### config.mk
export PLATFORM = sky130hd
export DESIGN_NAME = vadd_bram_engine_flat
export DESIGN_NICKNAME = d
export VERILOG_FILES = /design/src/rtl/vadd_bram_engine_if.sv /design/src/rtl/vadd_bram_engine.sv /design/src/flat_wrapper.sv
export SDC_FILE = /design/constraint.sdc
export NUM_CORES = 1
export LEC_CHECK = 0
export ABC_AREA = 1
export ABC_CLOCK_PERIOD_IN_PS = 3870
export CORE_ASPECT_RATIO = 0.6
export CORE_MARGIN = 3
export CORE_UTILIZATION = 56
export CTS_CLUSTER_SIZE = 28
export DETAILED_ROUTE_END_ITERATION = 7
export PLACE_DENSITY = 0.81
export SYNTH_ARGS = -nofsm -noshare
export SYNTH_HDL_FRONTEND = slang
export SYNTH_SLANG_ARGS = --single-unit
### constraint.sdc
create_clock -name clk -period 3.87 [get_ports clk]
set_input_delay 0.5805 -clock clk [delete_from_list [all_inputs] [get_ports clk]]
set_output_delay 0.5805 -clock clk [all_outputs]
set_load 0.02 [all_outputs]
### src/rtl/vadd_bram_engine_if.sv
// BRAM port B bundle shared by the vector-add engine (master) and its memory (slave).
interface vadd_bram_engine_if #(
    parameter int unsigned ADDR_WIDTH = 13,
    parameter int unsigned DATA_WIDTH = 32
) ();
    logic [ADDR_WIDTH-1:0] comp_addr_b;
    logic [DATA_WIDTH-1:0] comp_din_b;
    logic [DATA_WIDTH-1:0] comp_dout_b;
    logic                  comp_en_b;
    logic                  comp_we_b;

    modport master (
        output comp_addr_b,
        output comp_din_b,
        output comp_en_b,
        output comp_we_b,
        input  comp_dout_b
    );

    modport slave (
        input  comp_addr_b,
        input  comp_din_b,
        input  comp_en_b,
        input  comp_we_b,
        output comp_dout_b
    );
endinterface

### src/rtl/vadd_bram_engine.sv
// Element-wise C = A + B over one BRAM port: read A, read B, write C per element,
// with a sticky signed-overflow flag for the run.
module vadd_bram_engine #(
    parameter int unsigned ADDR_WIDTH = 13,
    parameter int unsigned DATA_WIDTH = 32,
    parameter int unsigned RD_LAT     = 1
) (
    input  logic                  clk,
    input  logic                  rst_n,
    input  logic                  start,
    input  logic [15:0]           len,
    input  logic [ADDR_WIDTH-1:0] a_base,
    input  logic [ADDR_WIDTH-1:0] b_base,
    input  logic [ADDR_WIDTH-1:0] c_base,
    output logic                  busy,
    output logic                  done,
    output logic                  ovf,
    vadd_bram_engine_if.master    bram
);
    localparam int unsigned LEN_WIDTH  = 16;
    localparam int unsigned WCNT_WIDTH = 2;
    localparam logic [WCNT_WIDTH-1:0] WCNT_LAST = WCNT_WIDTH'(RD_LAT - 1);

    typedef enum logic [2:0] {
        IDLE,
        RD_A,
        WAIT_A,
        RD_B,
        WAIT_B,
        WR_C,
        DONE
    } state_t;

    state_t                 state_q, state_d;
    logic [LEN_WIDTH-1:0]   idx_q, idx_d;
    logic [LEN_WIDTH-1:0]   len_q, len_d;
    logic [WCNT_WIDTH-1:0]  wcnt_q, wcnt_d;
    logic [ADDR_WIDTH-1:0]  a_base_q, a_base_d;
    logic [ADDR_WIDTH-1:0]  b_base_q, b_base_d;
    logic [ADDR_WIDTH-1:0]  c_base_q, c_base_d;
    logic [DATA_WIDTH-1:0]  a_reg_q, a_reg_d;
    logic [DATA_WIDTH-1:0]  b_reg_q, b_reg_d;
    logic                   ovf_d;
    logic [ADDR_WIDTH-1:0]  addr_d;
    logic [DATA_WIDTH-1:0]  din_d;
    logic                   en_d;
    logic                   we_d;
    logic [DATA_WIDTH-1:0]  sum_c;
    logic                   ovf_hit_c;

    // Signed overflow of the sum currently being written
    assign sum_c     = a_reg_q + b_reg_q;
    assign ovf_hit_c = (a_reg_q[DATA_WIDTH-1] == b_reg_q[DATA_WIDTH-1]) &&
                       (sum_c[DATA_WIDTH-1] != a_reg_q[DATA_WIDTH-1]);

    always_ff @(posedge clk or negedge rst_n) begin
        if (!rst_n) begin
            state_q          <= IDLE;
            idx_q            <= '0;
            len_q            <= '0;
            wcnt_q           <= '0;
            a_base_q         <= '0;
            b_base_q         <= '0;
            c_base_q         <= '0;
            a_reg_q          <= '0;
            b_reg_q          <= '0;
            busy             <= 1'b0;
            done             <= 1'b0;
            ovf              <= 1'b0;
            bram.comp_addr_b <= '0;
            bram.comp_din_b  <= '0;
            bram.comp_en_b   <= 1'b0;
            bram.comp_we_b   <= 1'b0;
        end else begin
            state_q          <= state_d;
            idx_q            <= idx_d;
            len_q            <= len_d;
            wcnt_q           <= wcnt_d;
            a_base_q         <= a_base_d;
            b_base_q         <= b_base_d;
            c_base_q         <= c_base_d;
            a_reg_q          <= a_reg_d;
            b_reg_q          <= b_reg_d;
            busy             <= (state_d != IDLE);
            done             <= (state_d == DONE);
            ovf              <= ovf_d;
            bram.comp_addr_b <= addr_d;
            bram.comp_din_b  <= din_d;
            bram.comp_en_b   <= en_d;
            bram.comp_we_b   <= we_d;
        end
    end

    always_comb begin
        state_d  = state_q;
        idx_d    = idx_q;
        len_d    = len_q;
        wcnt_d   = wcnt_q;
        a_base_d = a_base_q;
        b_base_d = b_base_q;
        c_base_d = c_base_q;
        a_reg_d  = a_reg_q;
        b_reg_d  = b_reg_q;
        ovf_d    = ovf;
        addr_d   = '0;
        din_d    = '0;
        en_d     = 1'b0;
        we_d     = 1'b0;

        unique case (state_q)
            IDLE: begin
                if (start) begin
                    len_d    = len;
                    a_base_d = a_base;
                    b_base_d = b_base;
                    c_base_d = c_base;
                    idx_d    = '0;
                    ovf_d    = 1'b0;
                    state_d  = (len == '0) ? DONE : RD_A;
                end
            end
            RD_A: begin
                wcnt_d  = '0;
                state_d = WAIT_A;
            end
            WAIT_A: begin
                if (wcnt_q == WCNT_LAST) begin
                    a_reg_d = bram.comp_dout_b;
                    state_d = RD_B;
                end else begin
                    wcnt_d = wcnt_q + WCNT_WIDTH'(1);
                end
            end
            RD_B: begin
                wcnt_d  = '0;
                state_d = WAIT_B;
            end
            WAIT_B: begin
                if (wcnt_q == WCNT_LAST) begin
                    b_reg_d = bram.comp_dout_b;
                    state_d = WR_C;
                end else begin
                    wcnt_d = wcnt_q + WCNT_WIDTH'(1);
                end
            end
            WR_C: begin
                if (ovf_hit_c) begin
                    ovf_d = 1'b1;
                end
                if (idx_q == len_q - LEN_WIDTH'(1)) begin
                    state_d = DONE;
                end else begin
                    idx_d   = idx_q + LEN_WIDTH'(1);
                    state_d = RD_A;
                end
            end
            DONE: begin
                state_d = IDLE;
            end
            default: begin
                state_d = IDLE;
            end
        endcase

        // Port B outputs are registered, so they are decoded from the state being entered
        case (state_d)
            RD_A: begin
                addr_d = a_base_d + ADDR_WIDTH'(idx_d);
                en_d   = 1'b1;
            end
            RD_B: begin
                addr_d = b_base_d + ADDR_WIDTH'(idx_d);
                en_d   = 1'b1;
            end
            WR_C: begin
                addr_d = c_base_d + ADDR_WIDTH'(idx_d);
                din_d  = a_reg_d + b_reg_d;
                en_d   = 1'b1;
                we_d   = 1'b1;
            end
            default: begin
                en_d = 1'b0;
            end
        endcase
    end
endmodule
### src/flat_wrapper.sv
// flat-port wrapper written by rule: the top's interface ports become plain ports
module vadd_bram_engine_flat 
#(
    parameter int unsigned ADDR_WIDTH = 13,
    parameter int unsigned DATA_WIDTH = 32,
    parameter int unsigned RD_LAT     = 1
)
  (clk, rst_n, start, len, a_base, b_base, c_base, busy, done, ovf, bram_comp_addr_b, bram_comp_din_b, bram_comp_en_b, bram_comp_we_b, bram_comp_dout_b);
  vadd_bram_engine_if #(.ADDR_WIDTH(ADDR_WIDTH), .DATA_WIDTH(DATA_WIDTH)) bram_i ();
  input  logic clk;
  input  logic rst_n;
  input  logic start;
  input  logic [15:0] len;
  input  logic [ADDR_WIDTH-1:0] a_base;
  input  logic [ADDR_WIDTH-1:0] b_base;
  input  logic [ADDR_WIDTH-1:0] c_base;
  output logic busy;
  output logic done;
  output logic ovf;
  output wire logic [$bits(bram_i.comp_addr_b)-1:0] bram_comp_addr_b;
  output wire logic [$bits(bram_i.comp_din_b)-1:0] bram_comp_din_b;
  output wire logic [$bits(bram_i.comp_en_b)-1:0] bram_comp_en_b;
  output wire logic [$bits(bram_i.comp_we_b)-1:0] bram_comp_we_b;
  input wire logic [$bits(bram_i.comp_dout_b)-1:0] bram_comp_dout_b;
  assign bram_comp_addr_b = bram_i.comp_addr_b;
  assign bram_comp_din_b = bram_i.comp_din_b;
  assign bram_comp_en_b = bram_i.comp_en_b;
  assign bram_comp_we_b = bram_i.comp_we_b;
  assign bram_i.comp_dout_b = bram_comp_dout_b;
  vadd_bram_engine #(.ADDR_WIDTH(ADDR_WIDTH), .DATA_WIDTH(DATA_WIDTH), .RD_LAT(RD_LAT)) u_core (.clk(clk), .rst_n(rst_n), .start(start), .len(len), .a_base(a_base), .b_base(b_base), .c_base(c_base), .busy(busy), .done(done), .ovf(ovf), .bram(bram_i));
endmodule
==> out/results.txt <==
Leak pwr = 0.00694 uW
Endpoints failing setup = 0
Slew margin rel. = 49.1%
Most common cell in the netlist = nand2_1
Clk root buf = clkbuf_16
Post-synthesis compound-gate area fraction = 11.9%
Hold Violations, Final = 0
Register Area = 0.00476 mm2
CP max-delay cell = dfrtp_1
Post-synth EDFFs = 0
Nets = 1707
YS warnings = 0
Final Cell Area = 0.0138 mm2
Synth-to-Final Area Change = 25.8%
Die area = 0.0213 mm2
Reg2reg start = u_core.len_q[5]$_DFFE_PN0P_
ANT nets after route = 0
Final WS setup = 0.116 ns
Fin util = 74.0%
Port bufs = 139
Synthesized cell area = 0.0110 mm2
Cell family contributing the most delay on the critical path = simple AND/OR/NAND/NOR gates
Fraction of layout cells with a size suffix above 1 = 9.79%
Synth Area in Simple Gates = 23.8%
Met2 wire len = 12.7 mm
Critical Path Start Type = flip-flop
Worst Path Required = 4.24 ns
Fmax = 0.266 GHz
TritonCTS sink count = 190
R2R Setup Slk = 0.12 ns
Final Max Tran Viols = 0
Metal3 WL = 3.58 mm
Clk_skew = 0.00933 ns
GRT Util Overall = 30.2%
Share of the synthesized area in the top cell type = 43.4%
FILL cells = 1419
Largest net degree at the start of global routing = 94
DP Cell Count = 1764
Endpoint class of the critical path = flip-flop
Setup TNS = 0 ns
Vias in the first global route = 9567
Mean Syn Cell Area = 8.07 um2
Post-Syn Nets = 1527
Worst-Skew Late Latency = 0.44 ns
Die Ht = 114 um
Worst min-delay path class = input pin to async pin
Placed cell area = 0.0129 mm2
Synthesized instance count = 1359
Ratio of final minimum period to clock period = 97.0%
Grt total ovfl = 0
Top layer in use = met5
First-pass GRT wire length = 50.8 mm
Routability cong. = 1.02
Crit Reg-Reg Endpoint = u_core.bram.comp_addr_b[12]$_DFF_PN0_
Drt via density = 5.59
Mux contribution to synthesized area = 1.37%
HPWL after DPL = 23.5 mm
Num ports = 140
Synth Area in Adders = 9.04%
Setup Slack @ Placement = -0.127 ns
DR pass1 iterations = 5
Synth unique cells = 48
FP Rows = 38
Worst-path clk slew = 0.07 ns
Metal1 wirelength = 15.5 mm
Diode count = 0
Tmin final = 3.75 ns
Post-synth top area cell = dfrtp_1
CP Buf/Inv Count = 2
Hold_buf cts = 0
Multi-input logic area = 0.00573 mm2
Register area share after synthesis = 43.4%
Layout Cells excl Fill = 1812
CTS tree = built
Worst setup path category = flip-flop to flip-flop
Die Wd = 187 um
Synth top area cells = dfrtp_1, nand2_1, ha_1
XOR/XNOR Fraction of Synth Area = 4.31%
H-tree depth = 4
Asr flop ratio synth = 100%
Starting Density = 58.8%
Synth top cells by count = nand2_1, dfrtp_1, inv_1, o21ai_0, nor2_1
Routed len/inst = 17.7 um
Drt drc = 0
Synth Flop Type = dfrtp_1
Initial drt markers = 1022
Main combinational cell family by area after synthesis = simple AND/OR/NAND/NOR gates
Critical path's most frequent cell = nand2_1
Status = completed
CTS buffer count = 17
WP data arrival = 4.12 ns
#FFs+latches synth = 190
FF-to-FF path depth = 27
Peak supply drop = 0.514 mV
Power Dens Cells = 985 mW/mm2
Antenna violations before repair = 1
Total number of vias = 10133
CORE AREA = 0.0186 mm2
Slew @ Worst Pin = 0.764 ns
Crit path max fanout = 7
# Max-Cap Violations = 0
Deepest clock path buffer count = 2
Post-Route WL = 32.1 mm
Critical path's largest stage delay = 0.45 ns
-- kinds of logic after synthesis --
kind of cell | after synthesis
AOI/OAI and AO/OA | 235
xor gates and xnor gates | 54
adders and majority gates | 78
buffers and inverters | 178
DFF | 190
muxes | 15
and+or+nand+nor | 609
-- sequential cells by signal, indices dropped and copies added, names as in the netlist --
name,count
u_core.len_q,16
u_core.b_base_q,13
u_core.a_base_q,13
u_core.ovf,1
u_core.bram.comp_addr_b,13
u_core.bram.comp_we_b,1
u_core.state_q,3
u_core.c_base_q,13
u_core.bram.comp_din_b,32
u_core.done,1
u_core.busy,1
u_core.wcnt_q,2
u_core.bram.comp_en_b,1
u_core.b_reg_q,32
u_core.a_reg_q,32
u_core.idx_q,16
-- cell usage in the layout, fill, tap and decap left out, drive strengths merged, types with 2 or more instances in the layout --
| master | n |
|---|---|
| mux2i | 15 |
| o21bai | 2 |
| nor3 | 17 |
| ha | 76 |
| buf | 53 |
| o221ai | 5 |
| a22oi | 12 |
| a21o | 5 |
| nand2 | 390 |
| or2 | 2 |
| clkbuf | 19 |
| nand3b | 8 |
| clkdlybuf4s50 | 138 |
| clkinvlp | 2 |
| o22ai | 9 |
| fa | 2 |
| a211oi | 2 |
| xor2 | 25 |
| and2 | 14 |
| o31ai | 2 |
| nand4 | 16 |
| o21a | 5 |
| o21ai | 112 |
| clkinv | 5 |
| nand3 | 43 |
| xnor2 | 29 |
| dfrtp | 190 |
| inv | 151 |
| a21oi | 71 |
| o211ai | 4 |
| nor4 | 7 |
| nor2 | 112 |
-- cell type report --
class | count | area share [%]
Multi-Input combinational cell | 993 | 41.5
Clock buffer | 18 | 3.19
Timing Repair Buffer | 192 | 13.4
Inverter | 145 | 3.96
Sequential cell | 190 | 34.5
Clock inverter | 14 | 1.09
Tap cell | 260 | 2.36
-- per-layer routing --
metal,up-vias,track usage [%]
met2,534,41.4
met1,4741,47.9
li1,4832,-
met3,24,8.47
met4,2,4.83
met5,-,0
-- power breakdown --
group	internal, uW	switching [uW]	leakage [uW]
clock	930	847	0.000285
sequential	2790	472	0.00242
combinational	3200	5340	0.00424
total	6920	6660	0.00694
-- through the flow --
step,hold WS (ns),total power (uW)
after detailed placement,0.463,11100
final,0.178,13600
after floorplan,0.285,8640
after CTS,0.215,13100
after global routing,0.243,14600
after global placement,0.461,10900
-- timing repair --
| action | CTS | global route |
|---|---|---|
| pin swaps | 4 | 26 |
| gates resized for setup | 3 | 45 |
| cloned | 1 | 1 |
| setup endpoints to repair | 2 | 19 |
| setup buffers | 2 | 12 |
-- worst max-delay path by stage --
stage,startpoint,endpoint,slack [ns],depth (start not counted)
detailed placement,u_core.len_q[0]$_DFFE_PN0P_,u_core.bram.comp_addr_b[12]$_DFF_PN0_,-0.13,26
finish,u_core.len_q[5]$_DFFE_PN0P_,u_core.bram.comp_addr_b[12]$_DFF_PN0_,0.12,27
global placement,u_core.len_q[0]$_DFFE_PN0P_,u_core.bram.comp_addr_b[11]$_DFF_PN0_,0.03,26
CTS,u_core.len_q[0]$_DFFE_PN0P_,u_core.bram.comp_addr_b[12]$_DFF_PN0_,0.003,24
floorplan,u_core.len_q[0]$_DFFE_PN0P_,u_core.bram.comp_addr_b[12]$_DFF_PN0_,0.44,28
global route,u_core.len_q[8]$_DFFE_PN0P_,u_core.bram.comp_addr_b[12]$_DFF_PN0_,-0.06,28
Note: power is estimated with default switching activity, not from simulation.
